**src/rtl/parity_serial_tx.sv**
```systemverilog
// Framing transmitter: accepts a word over valid/ready, then shifts out
// start bit, data LSB-first, parity bit and stop bit, each held CLKS_PER_BIT clocks.
module parity_serial_tx #(
    parameter int DATA_W       = 8,
    parameter int CLKS_PER_BIT = 4,
    parameter int ODD_PARITY   = 0
) (
    input  logic              clk,
    input  logic              rst_n,
    input  logic              in_valid,
    output logic              in_ready,
    input  logic [DATA_W-1:0] in_data,
    output logic              tx_out,
    output logic              busy,
    output logic              frame_done
);
    // Handshake: a word transfers on a rising edge where in_valid && in_ready;
    // in_ready depends only on state, and in_valid while not ready is dropped.

    localparam int CNT_W = (CLKS_PER_BIT > 1) ? $clog2(CLKS_PER_BIT) : 1;
    localparam int BIT_W = $clog2(DATA_W + 1);
    localparam logic [CNT_W-1:0] CLK_LAST = CNT_W'(CLKS_PER_BIT - 1);
    localparam logic [BIT_W-1:0] BIT_LAST = BIT_W'(DATA_W - 1);
    localparam logic             ODD      = (ODD_PARITY != 0);

    typedef enum logic [2:0] {
        IDLE   = 3'd0,
        START  = 3'd1,
        DATA   = 3'd2,
        PARITY = 3'd3,
        STOP   = 3'd4
    } state_t;

    state_t             state, state_next;
    logic [CNT_W-1:0]   clk_cnt, clk_cnt_next;
    logic [BIT_W-1:0]   bit_cnt, bit_cnt_next;
    logic [DATA_W-1:0]  shift_reg, shift_next;
    logic               parity_reg, parity_next;
    logic               tx_reg, tx_next;
    logic               bit_end;

    assign bit_end    = (clk_cnt == CLK_LAST);
    assign in_ready   = (state == IDLE);
    assign busy       = (state != IDLE);
    assign frame_done = (state == STOP) && bit_end;
    assign tx_out     = tx_reg;

    always_ff @(posedge clk or negedge rst_n) begin
        if (!rst_n) begin
            state      <= IDLE;
            clk_cnt    <= '0;
            bit_cnt    <= '0;
            shift_reg  <= '0;
            parity_reg <= 1'b0;
            tx_reg     <= 1'b1;
        end else begin
            state      <= state_next;
            clk_cnt    <= clk_cnt_next;
            bit_cnt    <= bit_cnt_next;
            shift_reg  <= shift_next;
            parity_reg <= parity_next;
            tx_reg     <= tx_next;
        end
    end

    always_comb begin
        state_next   = state;
        clk_cnt_next = clk_cnt;
        bit_cnt_next = bit_cnt;
        shift_next   = shift_reg;
        parity_next  = parity_reg;
        tx_next      = 1'b1;

        case (state)
            IDLE: begin
                if (in_valid) begin
                    shift_next   = in_data;
                    parity_next  = (^in_data) ^ ODD;
                    clk_cnt_next = '0;
                    bit_cnt_next = '0;
                    state_next   = START;
                end
            end
            START: begin
                if (bit_end) begin
                    clk_cnt_next = '0;
                    state_next   = DATA;
                end else begin
                    clk_cnt_next = clk_cnt + 1'b1;
                end
            end
            DATA: begin
                if (bit_end) begin
                    clk_cnt_next = '0;
                    shift_next   = shift_reg >> 1;
                    if (bit_cnt == BIT_LAST) begin
                        bit_cnt_next = '0;
                        state_next   = PARITY;
                    end else begin
                        bit_cnt_next = bit_cnt + 1'b1;
                    end
                end else begin
                    clk_cnt_next = clk_cnt + 1'b1;
                end
            end
            PARITY: begin
                if (bit_end) begin
                    clk_cnt_next = '0;
                    state_next   = STOP;
                end else begin
                    clk_cnt_next = clk_cnt + 1'b1;
                end
            end
            STOP: begin
                if (bit_end) begin
                    clk_cnt_next = '0;
                    state_next   = IDLE;
                end else begin
                    clk_cnt_next = clk_cnt + 1'b1;
                end
            end
            default: state_next = IDLE;
        endcase

        // Line value is registered from the next state so it changes with the state.
        case (state_next)
            START:   tx_next = 1'b0;
            DATA:    tx_next = shift_next[0];
            PARITY:  tx_next = parity_next;
            default: tx_next = 1'b1;
        endcase
    end

endmodule

```
**config.mk**
```make
export PLATFORM = sky130hd
export DESIGN_NAME = parity_serial_tx
export DESIGN_NICKNAME = d
export VERILOG_FILES = /design/src/rtl/parity_serial_tx.sv
export SDC_FILE = /design/constraint.sdc
export NUM_CORES = 1
export LEC_CHECK = 0
export BUFFER_PORTS_ARGS = -buffer_cell sky130_fd_sc_hd__buf_2
export CAP_MARGIN = 20
export CORE_ASPECT_RATIO = 0.9
export CORE_MARGIN = 4
export CORE_UTILIZATION = 40
export DETAILED_ROUTE_END_ITERATION = 7
export HOLD_SLACK_MARGIN = 0.12
export SLEW_MARGIN = 25
export SYNTH_ARGS = -nofsm -noshare
export SYNTH_HDL_FRONTEND = slang
export SYNTH_SLANG_ARGS = --single-unit
```
**constraint.sdc**
```tcl
create_clock -name clk -period 4.4 [get_ports clk]
set_clock_uncertainty 0.2 [all_clocks]
set_input_delay 0.44 -clock clk [delete_from_list [all_inputs] [get_ports clk]]
set_output_delay 0.44 -clock clk [all_outputs]
set_load 0.005 [all_outputs]
```
==> run metrics <==
GRT overflow 0; Synth Area in Compound Gates between 20% and 30%; P_leak approximately 0.00055 uW; # IOs 15; critical path class reg2reg; die width around 63 um; syn_area_per_cell around 9.6 um2; antenna violation net count after detailed routing 0; Max Cap Violations 0; CTS tree done; Seq/Total Area, Yosys between 40 and 50%; VDD IR max ~0.13 mV; Initial DRT Pass Iterations 4; Post-Synthesis Cell Area 1070 um2; largest family of logic cells by synthesized area compound AO/OA/AOI/OAI gates; drt wl/cell approximately 14 um; Yosys reg bits 19; initial antenna violation count 0; Post-CTS Setup Repair Bufs 0; filler cell count 243; fraction of layout cells with a size suffix above 1 21.8%; clk_lat worst skew ~0.30 ns; first-pass GRT wire length approximately 3600 um; upper clock frequency limit ~0.44 GHz; headroom to the max-slew limit between 30% and 40%; crit start category flop; final setup TNS 0 ns; Clock transition at path regs ~0.11 ns; largest net degree at the start of global routing 20; Worst Hold Class in2reg; vias per cell 5.66; final setup margin ~2.1 ns; Hold Worst Slack ~0.19 ns; RD Place Congestion about 0.74; unrepaired setup endpoints after global routing no; status complete, no violations; Final Critical Period ~2.3 ns; fin nets ~140; Synth Area in XOR/XNOR 5.72%; CORE AREA around 2500 um2; endpoints failing setup 0; arrival time at the worst endpoint around 2.3 ns; Post-route DRC 0; Worst EP required around 4.4 ns; final hold violation count 0; n_diodes 0; count of cell types in the netlist 35; vias around 860; Die Height between 50 and 60 um; area delta synth->final 10.5%; DP HPWL between 1500 and 2000 um; initial DRC count 32; CTS H-tree depth 1; fin. max-slew vios 0; CTS buffer count 3; Largest register FFs 8; Syn Inst Count 111; worst-path maximum fanout 13; final wirelength 2140 um; initial core utilization 42.7%; I/O Buffers 14; Final period util about half; Core Rows 17; Syn Nets about 120; dpl ws approximately 2.2 ns; vias in the first global route 784; post-synthesis mux area share 1.87%; Simple-Gate Fraction of Synth Area a little under a fifth; total track usage between 10% and 20%; Power per Cell Area between 200 and 300 nW/um2; CTS root buffer clkbuf_4; clk sinks 19; die area about 3600 um2; CTS max path bufs 2; post-synthesis adder-cell area fraction between 2 and 2.5%; Worst Max-Slew Pin Slew 0.903 ns; yosys warns 0; Worst Setup End Kind flop
## timing repair
action / CTS / global route
resized for setup: 0 / 0
hold buffers: 1 / 0
hold endpoints to repair: 18 / 0
## final timing paths
path | from | to | slack [ns] | cells past startpoint
worst max-delay path | clk_cnt[0] | tx_out | 2.12 | 5
worst min-delay path | in_data[5] | shift_reg[5] | 0.19 | 3
worst max register to register | clk_cnt[0] | tx_out | 2.12 | 5
worst min register to register | shift_reg[2] | shift_reg[2] | 0.30 | 2
max in group asynchronous | rst_n | tx_out | 3.25 | 2
min in group asynchronous | rst_n | shift_reg[5] | 0.40 | 2
## synth_stat cells
library cell / n / share of area (%)
a21bo_2: 1 / 0.93
a21oi_1: 5 / 2.3
a21oi_2: 1 / 0.82
a221oi_1: 2 / 1.6
a221oi_2: 1 / 1.4
a221oi_4: 1 / 2.5
a22o_1: 1 / 0.82
a22oi_1: 6 / 4.2
a31oi_1: 2 / 1.2
and3_1: 2 / 1.2
and4bb_1: 1 / 1.2
buf_1: 1 / 0.35
buf_2: 5 / 2.3
dfrtp_1: 18 / 42
dfstp_2: 1 / 2.5
ha_1: 2 / 2.3
inv_1: 2 / 0.70
mux2i_1: 2 / 1.9
nand2_1: 20 / 7.0
nand3_1: 1 / 0.47
nand3b_1: 1 / 0.70
nor2_1: 6 / 2.1
nor2_2: 1 / 0.58
nor2b_1: 3 / 1.8
nor4_1: 1 / 0.58
nor4b_2: 1 / 1.4
o211a_2: 1 / 0.93
o21a_1: 1 / 0.70
o21ai_0: 9 / 4.2
o21ai_1: 1 / 0.47
o2bb2ai_1: 1 / 0.82
o31ai_1: 1 / 0.70
or2_2: 1 / 0.58
or3_4: 1 / 1.1
xnor2_1: 7 / 5.7
## layout make-up
class	count	area, um2	share of cell area [%]
clock buffer	4	26.3	2.22
sequential	19	477	40.3
multi-input combinational	84	558	47.1
inverter	2	7.51	0.634
timing repair buffer	15	80.1	6.77
tap	28	35.0	2.96
## cell families (layout without fill, tap and decap cells)
kind of cell    after synthesis  count (layout)
fa+ha+maj                     2               2
compound gates               34              34
flops                        19              19
mux                           2               2
xor+xnor                      7               7
simple gates                 39              39
buf+inv                       8              21
## cell usage in the layout (no fill, tap or decap), types with 2 or more instances in the layout
cell      instances
inv_1             2
a221oi_1          2
nand2_1          20
xnor2_1           7
mux2i_1           2
ha_1              2
o21ai_0           9
nor2_1            6
a21oi_1           5
dfrtp_1          18
a31oi_1           2
a22oi_1           6
buf_2            14
nor2b_1           3
clkbuf_4          3
and3_1            2
## critical path: stages, from the launching register on
cell and delay [ns]:
dfrtp_1 0.43, ha_1 0.49, nand2_1 0.14, or3_4 0.40, a221oi_4 0.29, mux2i_1 0.25
## report_power, final
part | switching (uW) | leakage [uW] | total (uW) | internal, uW
registers | 5.50 | 0.000249 | 188 | 182
logic | 23.0 | 0.000283 | 43.1 | 20.0
clock network | 50.6 | 0.0000150 | 85.9 | 35.3
total | 79.2 | 0.000547 | 316 | 237
## metrics by stage
step / cells / total power [uW] / area [um2] / util, %
finish: 152 / 316 / 1180 / 47.2
global placement: 147 / 233 / 1150 / 45.7
global route: 152 / 336 / 1180 / 47.2
detailed placement: 147 / 234 / 1150 / 45.7
CTS: 152 / 320 / 1180 / 47.2
floorplan: 111 / 217 / 1070 / -
## layer usage
layer | GRT usage (%) | vias up | part of all wire [%]
met1 | 18.2 | 408 | 50
met4 | 2.83 | 0 | 0.65
met3 | 4.53 | 2 | 5.7
li1 | - | 424 | -
met2 | 18.1 | 27 | 44
met5 | 0 | - | 0
Power figures use the tool's default switching activity.
